==> src/rtl/bfm_ahbtoapb4.sv <==
// bfm_ahbtoapb4: AHB-Lite slave to APB4 master bridge with 4-bit slave decode,
// optional ACCESS wait timeout and a two-cycle AHB error response.
module bfm_ahbtoapb4 #(
    parameter int NSLV    = 16,
    parameter int DEC_LSB = 24,
    parameter int TIMEOUT = 0
) (
    input  logic            HCLK,
    input  logic            HRESET,
    input  logic            HSEL,
    input  logic [31:0]     HADDR,
    input  logic [1:0]      HTRANS,
    input  logic            HWRITE,
    input  logic [2:0]      HSIZE,
    input  logic [31:0]     HWDATA,
    input  logic            HREADYIN,
    output logic [31:0]     HRDATA,
    output logic            HREADYOUT,
    output logic            HRESP,
    output logic [NSLV-1:0] PSEL,
    output logic [31:0]     PADDR,
    output logic            PWRITE,
    output logic            PENABLE,
    output logic [31:0]     PWDATA,
    output logic [3:0]      PSTRB,
    input  logic [31:0]     PRDATA,
    input  logic            PREADY,
    input  logic            PSLVERR
);
    localparam int WW = TIMEOUT > 0 ? $clog2(TIMEOUT + 1) : 1;
    typedef enum logic [2:0] {IDLE, SETUP, ACCESS, ERR1, ERR2} state_t;
    state_t        state_q, state_d;
    logic [31:0]   addr_q, addr_d, wdata_q, wdata_d;
    logic          write_q, write_d;
    logic [2:0]    size_q, size_d;
    logic [WW-1:0] wait_q, wait_d;
    logic          valid, hit, done, tout, act;
    assign valid = HSEL & HREADYIN & HTRANS[1];
    assign hit   = {28'd0, HADDR[DEC_LSB+3 -: 4]} < 32'(NSLV);
    assign done  = state_q == ACCESS && PREADY && !PSLVERR;
    assign tout  = (TIMEOUT > 0) && !PREADY && (wait_q + 1'b1 == WW'(TIMEOUT));
    always_comb begin
        state_d = state_q;
        addr_d  = addr_q;
        write_d = write_q;
        size_d  = size_q;
        wdata_d = wdata_q;
        wait_d  = wait_q;
        if ((state_q == IDLE || done) && valid) begin
            addr_d  = HADDR;
            write_d = HWRITE;
            size_d  = HSIZE;
        end
        case (state_q)
            IDLE:    state_d = valid ? (hit ? SETUP : ERR1) : IDLE;
            SETUP: begin
                state_d = ACCESS;
                wdata_d = HWDATA;
                wait_d  = '0;
            end
            ACCESS: begin
                wait_d  = PREADY ? wait_q : wait_q + 1'b1;
                state_d = PREADY ? (PSLVERR ? ERR1 : valid ? (hit ? SETUP : ERR1) : IDLE)
                                 : (tout ? ERR1 : ACCESS);
            end
            ERR1:    state_d = ERR2;
            default: state_d = IDLE;
        endcase
    end
    always_ff @(posedge HCLK) begin
        if (HRESET) begin
            state_q <= IDLE;
            addr_q  <= '0;
            write_q <= 1'b0;
            size_q  <= '0;
            wdata_q <= '0;
            wait_q  <= '0;
        end else begin
            state_q <= state_d;
            addr_q  <= addr_d;
            write_q <= write_d;
            size_q  <= size_d;
            wdata_q <= wdata_d;
            wait_q  <= wait_d;
        end
    end
    assign act       = state_q == SETUP || state_q == ACCESS;
    assign PSEL      = act ? NSLV'(1) << addr_q[DEC_LSB+3 -: 4] : '0;
    assign PADDR     = addr_q;
    assign PWRITE    = write_q;
    assign PENABLE   = state_q == ACCESS;
    assign PWDATA    = state_q == SETUP ? HWDATA : wdata_q;
    // Byte lanes follow the AHB address within the word; reads enable no lanes.
    assign PSTRB     = !write_q ? 4'b0000 :
                       size_q == 3'd0 ? 4'b0001 << addr_q[1:0] :
                       size_q == 3'd1 ? 4'b0011 << {addr_q[1], 1'b0} : 4'b1111;
    assign HRDATA    = state_q == ACCESS ? PRDATA : '0;
    assign HREADYOUT = state_q == IDLE || state_q == ERR2 || done;
    assign HRESP     = state_q == ERR1 || state_q == ERR2;
endmodule

==> config.mk <==
export PLATFORM = sky130hd
export DESIGN_NAME = bfm_ahbtoapb4
export DESIGN_NICKNAME = d
export VERILOG_FILES = /design/src/rtl/bfm_ahbtoapb4.sv
export SDC_FILE = /design/constraint.sdc
export NUM_CORES = 1
export LEC_CHECK = 0
export BUFFER_PORTS_ARGS = -buffer_cell sky130_fd_sc_hd__clkbuf_2
export CORE_MARGIN = 1
export CORE_UTILIZATION = 30
export DETAILED_ROUTE_END_ITERATION = 12
export PLACE_DENSITY = 0.63
export SLEW_MARGIN = 0
export SYNTH_ARGS = -nofsm -noshare
export SYNTH_HDL_FRONTEND = slang
export SYNTH_SLANG_ARGS = --single-unit
==> constraint.sdc <==
create_clock -name HCLK -period 2 [get_ports HCLK]
set_input_delay 0.2 -clock HCLK [delete_from_list [all_inputs] [get_ports HCLK]]
set_output_delay 0.2 -clock HCLK [all_outputs]
set_load 0.01 [all_outputs]
==> metrics.md, run 1 <==
| Metric | Value |
|---|---|
| Compound-Gate Fraction of Synth Area | 2.87% |
| Cell count after placement | 706 |
| Flip-flop and latch count after synthesis | 71 |
| Leading cell types by count after synthesis | nand2b_1 (75), dfxtp_1 (71), mux2i_1 (36) |
| Post-detailed-route via-to-cell ratio | 4.31 |
| Arrival time worst endpoint | 1720 ps |
| Area share of the largest cell type after synthesis | 38.8% |
| Proportion of synthesized chip area in sequential cells | 38.8% |
| Total power divided by cell area | 669 nW/um^2 |
| Flip-flop cell with the highest count after synthesis | dfxtp_1 |
| Crit Path Class | flip-flop to output pin |
| Worst-case vdd ir drop | 0.000404 V |
| Async set-reset flop share out of synthesis | 0% |
| Post-place instance area | 4910 um^2 |
| Final HPWL from detailed placement | 6620 um |
| Simple-gate portion of the synthesized area | 30.7% |
| Count of flip-flops with a built-in enable after synthesis | 0 |
| Syn. warnings | 0 |
| Proportion of power drawn by combinational gates | 12.9% |
| # IOs | 228 |
| Number of endpoints failing setup at the final stage | 0 |
| Wire length of the first global-routing pass | 14,400 um |
| Total power draw | 0.00350 W |
| Synthesized cell area | 3660 um^2 |
| Final WL | 8910 um |
| TritonCTS clock tree | built |
| Post-route cell area | 5230 um^2 |
| Hold Path Stages | 3 |
| Unrepaired setup endpoints after global routing | false |
| Maximum count of clock buffers along a single path | 2 |
| Length in cells of the worst reg-to-reg path | 4 |
| Setup TNS | 0 ps |
| Clk slew on worst S/H paths | 50 ps |
| Maxcap violations | 0 |
| NetSw | 0.000795 W |
| Syn_nets | 462 |
| TritonRoute pass-1 iters | 4 |
| Post-synth top area cell | dfxtp_1 |
| Global-route usage over all layers | 14.2% |
| Number of nets still failing antenna checks after routing | 0 |
| Starting DRC count in detailed routing | 126 |
| Synth unique cells | 35 |
| Main combinational cell family by area after synthesis | simple AND/OR/NAND/NOR gates |
| Part of the cycle the worst path needs | 96.1% |
| Post-synthesis mux area share | 22.8% |
| Layout Cells excl Fill | 723 |
| Post-synthesis instance total | 354 |
| Transition time at the pin with the least slew margin | 322 ps |
| Worst min-delay path category | input port to flip-flop |
| Via count | 3,113 |
| Clock sink total | 71 |
| Kind of end point of the critical path | output pin |
| Number of nets in the final layout | 683 |
| Die area | 12,700 um^2 |
| DRC | 0 |
| Outcome | completed |
| Total inserted antenna cells | 0 |
| Slack of the worst reg-to-reg path | 500 ps |
| Xor/xnor cell area share of the yosys netlist | 0.444% |
| Critical Path RT | 1800 ps |
| Most common cell in the synthesized netlist | nand2b_1 |
| Maximum frequency from static timing analysis | 520 MHz |
| Switching part of the total power | 22.7% |
| Post-Route Skew | 4.61 ps |
| Worst slew margin | 78.5% |
| Initial antenna violation count | 0 |
| Leakage power summed over all cells | 2.60 nW |
| Post-synthesis adder-cell area fraction | 0% |
| Worst hold slack | 109 ps |
| Post-Syn Area per Cell | 10.3 um^2 |
| Fraction of final layout cells sized beyond drive strength 1 | 49.8% |
| Cell types with the largest area share after synthesis | dfxtp_1 (39%), nand2b_1 (13%), mux2_4 (12%) |
| Number of CTS-inserted buffers | 9 |
| Sequential power share | 42.4% |
| Clock insertion delay at the later pin of the skew report | 330 ps |
| Overflow left after global routing | 0 |
| Overall die height | 112 um |
| Layout Area Growth over Synthesis | 42.9% |
| Pint | 0.00271 W |
| Fin crit period | 1920 ps |
| Detail-routed net length per standard cell | 12.3 um |
| Hold violation count in the final report | 0 |
| Via count of the first global-routing pass | 3,019 |
| Clock Power Share | 44.7% |
| Maximum number of pins on one net before global-route repair | 94 |
| # rows | 39 |
| Starting Density | 31.4% |
| Placeable core area | 11,700 um^2 |
| Number of levels the H-tree was split into | 3 |
| Weighted congestion at the end of routability-driven global placement | 0.825 |
| Critical Path Source Type | flip-flop |
| Count of pins over their slew limit | 0 |
| CTS root buffer | clkbuf_16 |
| Buffers on Ports | 226 |
| Die W | 112 um |
| Max Fanout on Critical Path | 4 |
-- power groups by stage --
stage	clock, W	sequential [W]	combinational [W]
after floorplan	0	0.00152	0.000249
after global placement	0	0.00151	0.000443
after detailed placement	0	0.00151	0.000454
after CTS	0.00163	0.00148	0.000458
after global routing	0.00170	0.00149	0.000497
final	0.00157	0.00148	0.000453
-- per-layer routing --
| metal | global-route usage, % | share of wire (%) |
|---|---|---|
| met3 | 5.72 | 7.9 |
| met2 | 24.0 | 47 |
| met5 | 0 | 0 |
| met1 | 16.5 | 43 |
| met4 | 4.09 | 1.3 |
-- per-stage QoR --
step	utilization, %	worst slack [ps]
2_1_floorplan	-	441
3_3_place_gp	42.1	287
3_5_place_dp	42.1	246
4_1_cts	44.7	10.5
5_1_grt	44.9	19.1
6_report	44.9	77.7
-- state kept, by name, indices dropped and copies added, names as in the netlist --
name,count
size_q,3
PADDR,32
PWRITE,1
state_q,3
wdata_q,32
-- final cells by class --
class	count	area [um^2]
timing repair buffer	234	1230
fill	1146	6430
clock inverter	4	45.0
clock buffer	12	246
multi-input combinational	257	2090
tap	143	179
inverter	2	7.51
sequential	71	1430
-- critical path: stages, from the launching register on --
cell and delay, ps:
dfxtp_4 400, xor2_4 170, or4b_4 520, nor2_1 150, clkbuf_2 150
-- path summary, 6_finish.rpt --
path | endpoint | from
worst max-delay path | PSEL[2] | state_q[1]
worst min-delay path | PADDR[13] | HADDR[13]
worst max register to register | wdata_q[0] | state_q[0]
worst min register to register | PADDR[2] | PADDR[2]
-- repair_timing --
action                                  in CTS  in global routing
pin swaps                                    1                  1
hold buffers                                 0                  0
buffers inserted                             1                  0
gates resized for setup                      2                  5
endpoints found under the setup margin       5                  6
hold endpoints to repair                     0                  0
-- cells by family after synthesis --
family                    Yosys count
and+or+nand+nor                   175
DFF                                71
muxes                              68
buffers and inverters              26
AOI/OAI and AO/OA                  13
xor gates and xnor gates            1
-- placed cells by master (no fill, tap or decap), drive strengths merged, types with 3 or more instances in the layout --
cell type and n:
clkbuf 238, nand2b 76, dfxtp 71, mux2i 36, and2 33, mux2 32, and2b 30, nor2 15
buf 8, nand2 5, nor3 5, o21ai 4, clkinv 3
No activity file was read; power rests on OpenSTA's default activity.
==> inputs of run 2 (changes only) <==
--- a/config.mk
+++ b/config.mk
@@ -6,10 +6,12 @@
 export NUM_CORES = 1
 export LEC_CHECK = 0
 export BUFFER_PORTS_ARGS = -buffer_cell sky130_fd_sc_hd__clkbuf_2
+export CELL_PAD_IN_SITES_DETAIL_PLACEMENT = 1
+export CELL_PAD_IN_SITES_GLOBAL_PLACEMENT = 1
 export CORE_MARGIN = 1
 export CORE_UTILIZATION = 30
 export DETAILED_ROUTE_END_ITERATION = 12
-export PLACE_DENSITY = 0.63
+export PLACE_DENSITY = 0.82
 export SLEW_MARGIN = 0
 export SYNTH_ARGS = -nofsm -noshare
 export SYNTH_HDL_FRONTEND = slang
==> run 2 against run 1 <==
Effect of this change: worst setup slack lost 69 ps; global-route usage grew 3.7 points; clock power grew 18%; largest power group unchanged.
==> metrics.md, run 2 (synthesis gave the netlist of run 1 again) <==
| Metric | Value |
|---|---|
| Outcome | completed |
| Starting Density | 31.4% (unchanged) |
| Slack of the worst reg-to-reg path | 270 ps (-230 ps) |
| Layout Cells excl Fill | 748 (+3.5%) |
| Layout Area Growth over Synthesis | 57.3% |
| Critical Path RT | 1800 ps (about the same) |
| Max Fanout on Critical Path | 8 (+4) |
| Critical-path cell with the highest stage delay | dfxtp_4 |
| Transition time at the pin with the least slew margin | 655 ps (+333 ps) |
| Crit Path Class | flip-flop to output pin |
| Via count of the first global-routing pass | 3,410 (+13%) |
| Initial antenna violation count | 0 (unchanged) |
| Die W | 112 um (unchanged) |
| Reg-to-reg startpoint | state_q[1] |
| Number of hold buffers added after cts | 0 (unchanged) |
| Number of endpoints failing setup at the final stage | 0 (unchanged) |
| Worst min-delay path category | input port to flip-flop |
| Post-Route Skew | 6.09 ps (+1.47 ps) |
| Clock sink total | 71 (unchanged) |
| Cell count after placement | 708 (+0.28%) |
| Fraction of final layout cells sized beyond drive strength 1 | 52.2% (+2.4 points) |
| Final WL | 11,900 um (+33%) |
| Worst slew margin | 56.3% (-22 points) |
| End point of the critical path | PWDATA[17] |
| Detail-routed net length per standard cell | 15.9 um (+29%) |
| Global-route usage over all layers | 17.9% (+3.7 points) |
| Capture point of the worst reg-to-reg path | wdata_q[17] |
| Maximum single-stage delay on the critical path | 360 ps (-160 ps) |
| Die area | 12,700 um^2 (unchanged) |
| Total power draw | 0.00390 W (+11%) |
| Number of levels the H-tree was split into | 3 (unchanged) |
| # IOs | 228 (unchanged) |
| Count of pins over their slew limit | 0 (unchanged) |
| Number of nets still failing antenna checks after routing | 0 (unchanged) |
| TritonCTS clock tree | built |
| Hold violation count in the final report | 0 (unchanged) |
| Pre-CTS setup slack | 281 ps (+35.4 ps) |
| Maximum frequency from static timing analysis | 502 MHz (-3.5%) |
| Maximum number of pins on one net before global-route repair | 49 (-48%) |
| CTS root buffer | clkbuf_16 |
| Leakage power summed over all cells | 2.82 nW (+8.8%) |
| Arrival time worst endpoint | 1790 ps (+70 ps) |
| Total inserted antenna cells | 0 (unchanged) |
| Starting DRC count in detailed routing | 81 (-36%) |
| # rows | 39 (unchanged) |
| Weighted congestion at the end of routability-driven global placement | 0.838 (+1.5%) |
| CP Cell Sequence | buf_6, nor3b_4, buf_6, buf_12, mux2_4, buf_6 |
| Number of CTS-inserted buffers | 9 (unchanged) |
| Post-detailed-route via-to-cell ratio | 4.47 (+3.8%) |
| Number of nets in the final layout | 708 (+3.7%) |
| Highest-count cells in the layout ignoring fill and taps | clkbuf_2 (191), nand2b_1 (75), dfxtp_1 (69) |
| Via count | 3,342 (+7.4%) |
| Kind of end point of the critical path | output pin |
| Source of the critical timing path | state_q[1] |
| Most common cell after layout, fill and taps aside | clkbuf_2 |
| Part of the cycle the worst path needs | 99.6% (+3.4 points) |
| Overall die height | 112 um (unchanged) |
| TritonRoute pass-1 iters | 4 (unchanged) |
| Overflow left after global routing | 0 (unchanged) |
| Critical Path Source Type | flip-flop |
| Wire length of the first global-routing pass | 17,700 um (+23%) |
| Worst hold slack | 104 ps (-5.39 ps) |
| Maxcap violations | 0 (unchanged) |
| Total power divided by cell area | 677 nW/um^2 (+1.1%) |
| Placeable core area | 11,700 um^2 (unchanged) |
| Setup slack after layout | 8.97 ps (-68.7 ps) |
| Most common cell on crit path | buf_6 |
| DRC | 0 (unchanged) |
| Maximum count of clock buffers along a single path | 2 (unchanged) |
| Final HPWL from detailed placement | 8160 um (+23%) |
| Length in cells of the worst reg-to-reg path | 7 (+3) |
| Unrepaired setup endpoints after global routing | true |
| Clock insertion delay at the later pin of the skew report | 330 ps (about the same) |
| Fin crit period | 1990 ps (+68.7 ps) |
| Worst-case vdd ir drop | 0.000479 V (+18%) |
| Clk slew on worst S/H paths | 60 ps (about the same) |
| Buffers on Ports | 226 (unchanged) |
-- run 2: changes by cell type in the layout (fill, tap and decap cells not counted), sizes merged --
| cell | previous run | this run |
|---|---|---|
| buf | 8 | 68 |
| bufinv | 1 | 3 |
| clkbuf | 238 | 201 |
| clkinv | 3 | 2 |
| clkinvlp | 0 | 1 |
-- run 2: critical path, delay by kind of cell (launching register included) --
kind	cells	cell delay (ps)
buffers and inverters	4	550
DFF	1	360
muxes	1	330
and+or+nand+nor	1	210
-- run 2: layout make-up --
class / count / area (um^2)
Clock buffer: 10 / 239
Clock inverter: 6 / 108
Fill cell: 1307 / 5900
Inverter: 2 / 7.51
Multi-Input combinational cell: 257 / 2110
Sequential cell: 71 / 1430
Tap cell: 143 / 179
Timing Repair Buffer: 259 / 1690
-- run 2: repair_timing --
action / CTS / global route
pin swaps: 1 / 3
cloned: 3 / 3
setup endpoints to repair: 36 / 47
resized for setup: 11 / 77
setup buffers: 4 / 14
-- run 2: per-stage QoR --
step	util [%]	cell area (um^2)	setup TNS, ps
2_1_floorplan	-	3660	0
3_3_place_gp	42.2	4920	0
3_5_place_dp	42.2	4920	0
4_1_cts	46.4	5410	0
5_1_grt	49.4	5760	-1460
6_report	49.4	5760	0
-- run 2: where the power goes --
group          total [W]  leakage (nW)  switching, W  internal, W
Clock            0.00186         0.168      0.000616      0.00125
Sequential       0.00148         0.577     0.0000286      0.00146
Combinational   0.000552          2.08      0.000230     0.000322
-- run 2: layer usage --
| layer | GRT usage, % | up-vias | share of wire [%] |
|---|---|---|---|
| met4 | 5.60 | 0 | 1.5 |
| li1 | - | 1647 | - |
| met1 | 20.3 | 1566 | 41 |
| met5 | 0 | - | 0 |
| met2 | 32.5 | 112 | 53 |
| met3 | 4.97 | 17 | 5.4 |
-- run 2: how the worst min path moves through the flow --
stage                    from        end  slack (ps)  depth (start not counted)
CTS                 HADDR[18]  PADDR[18]          90                          3
global placement    HADDR[30]  PADDR[30]         440                          3
global route        HADDR[18]  PADDR[18]         110                          3
floorplan           HADDR[10]  PADDR[10]         360                          2
finish              HADDR[18]  PADDR[18]         100                          3
detailed placement  HADDR[18]  PADDR[18]         450                          3
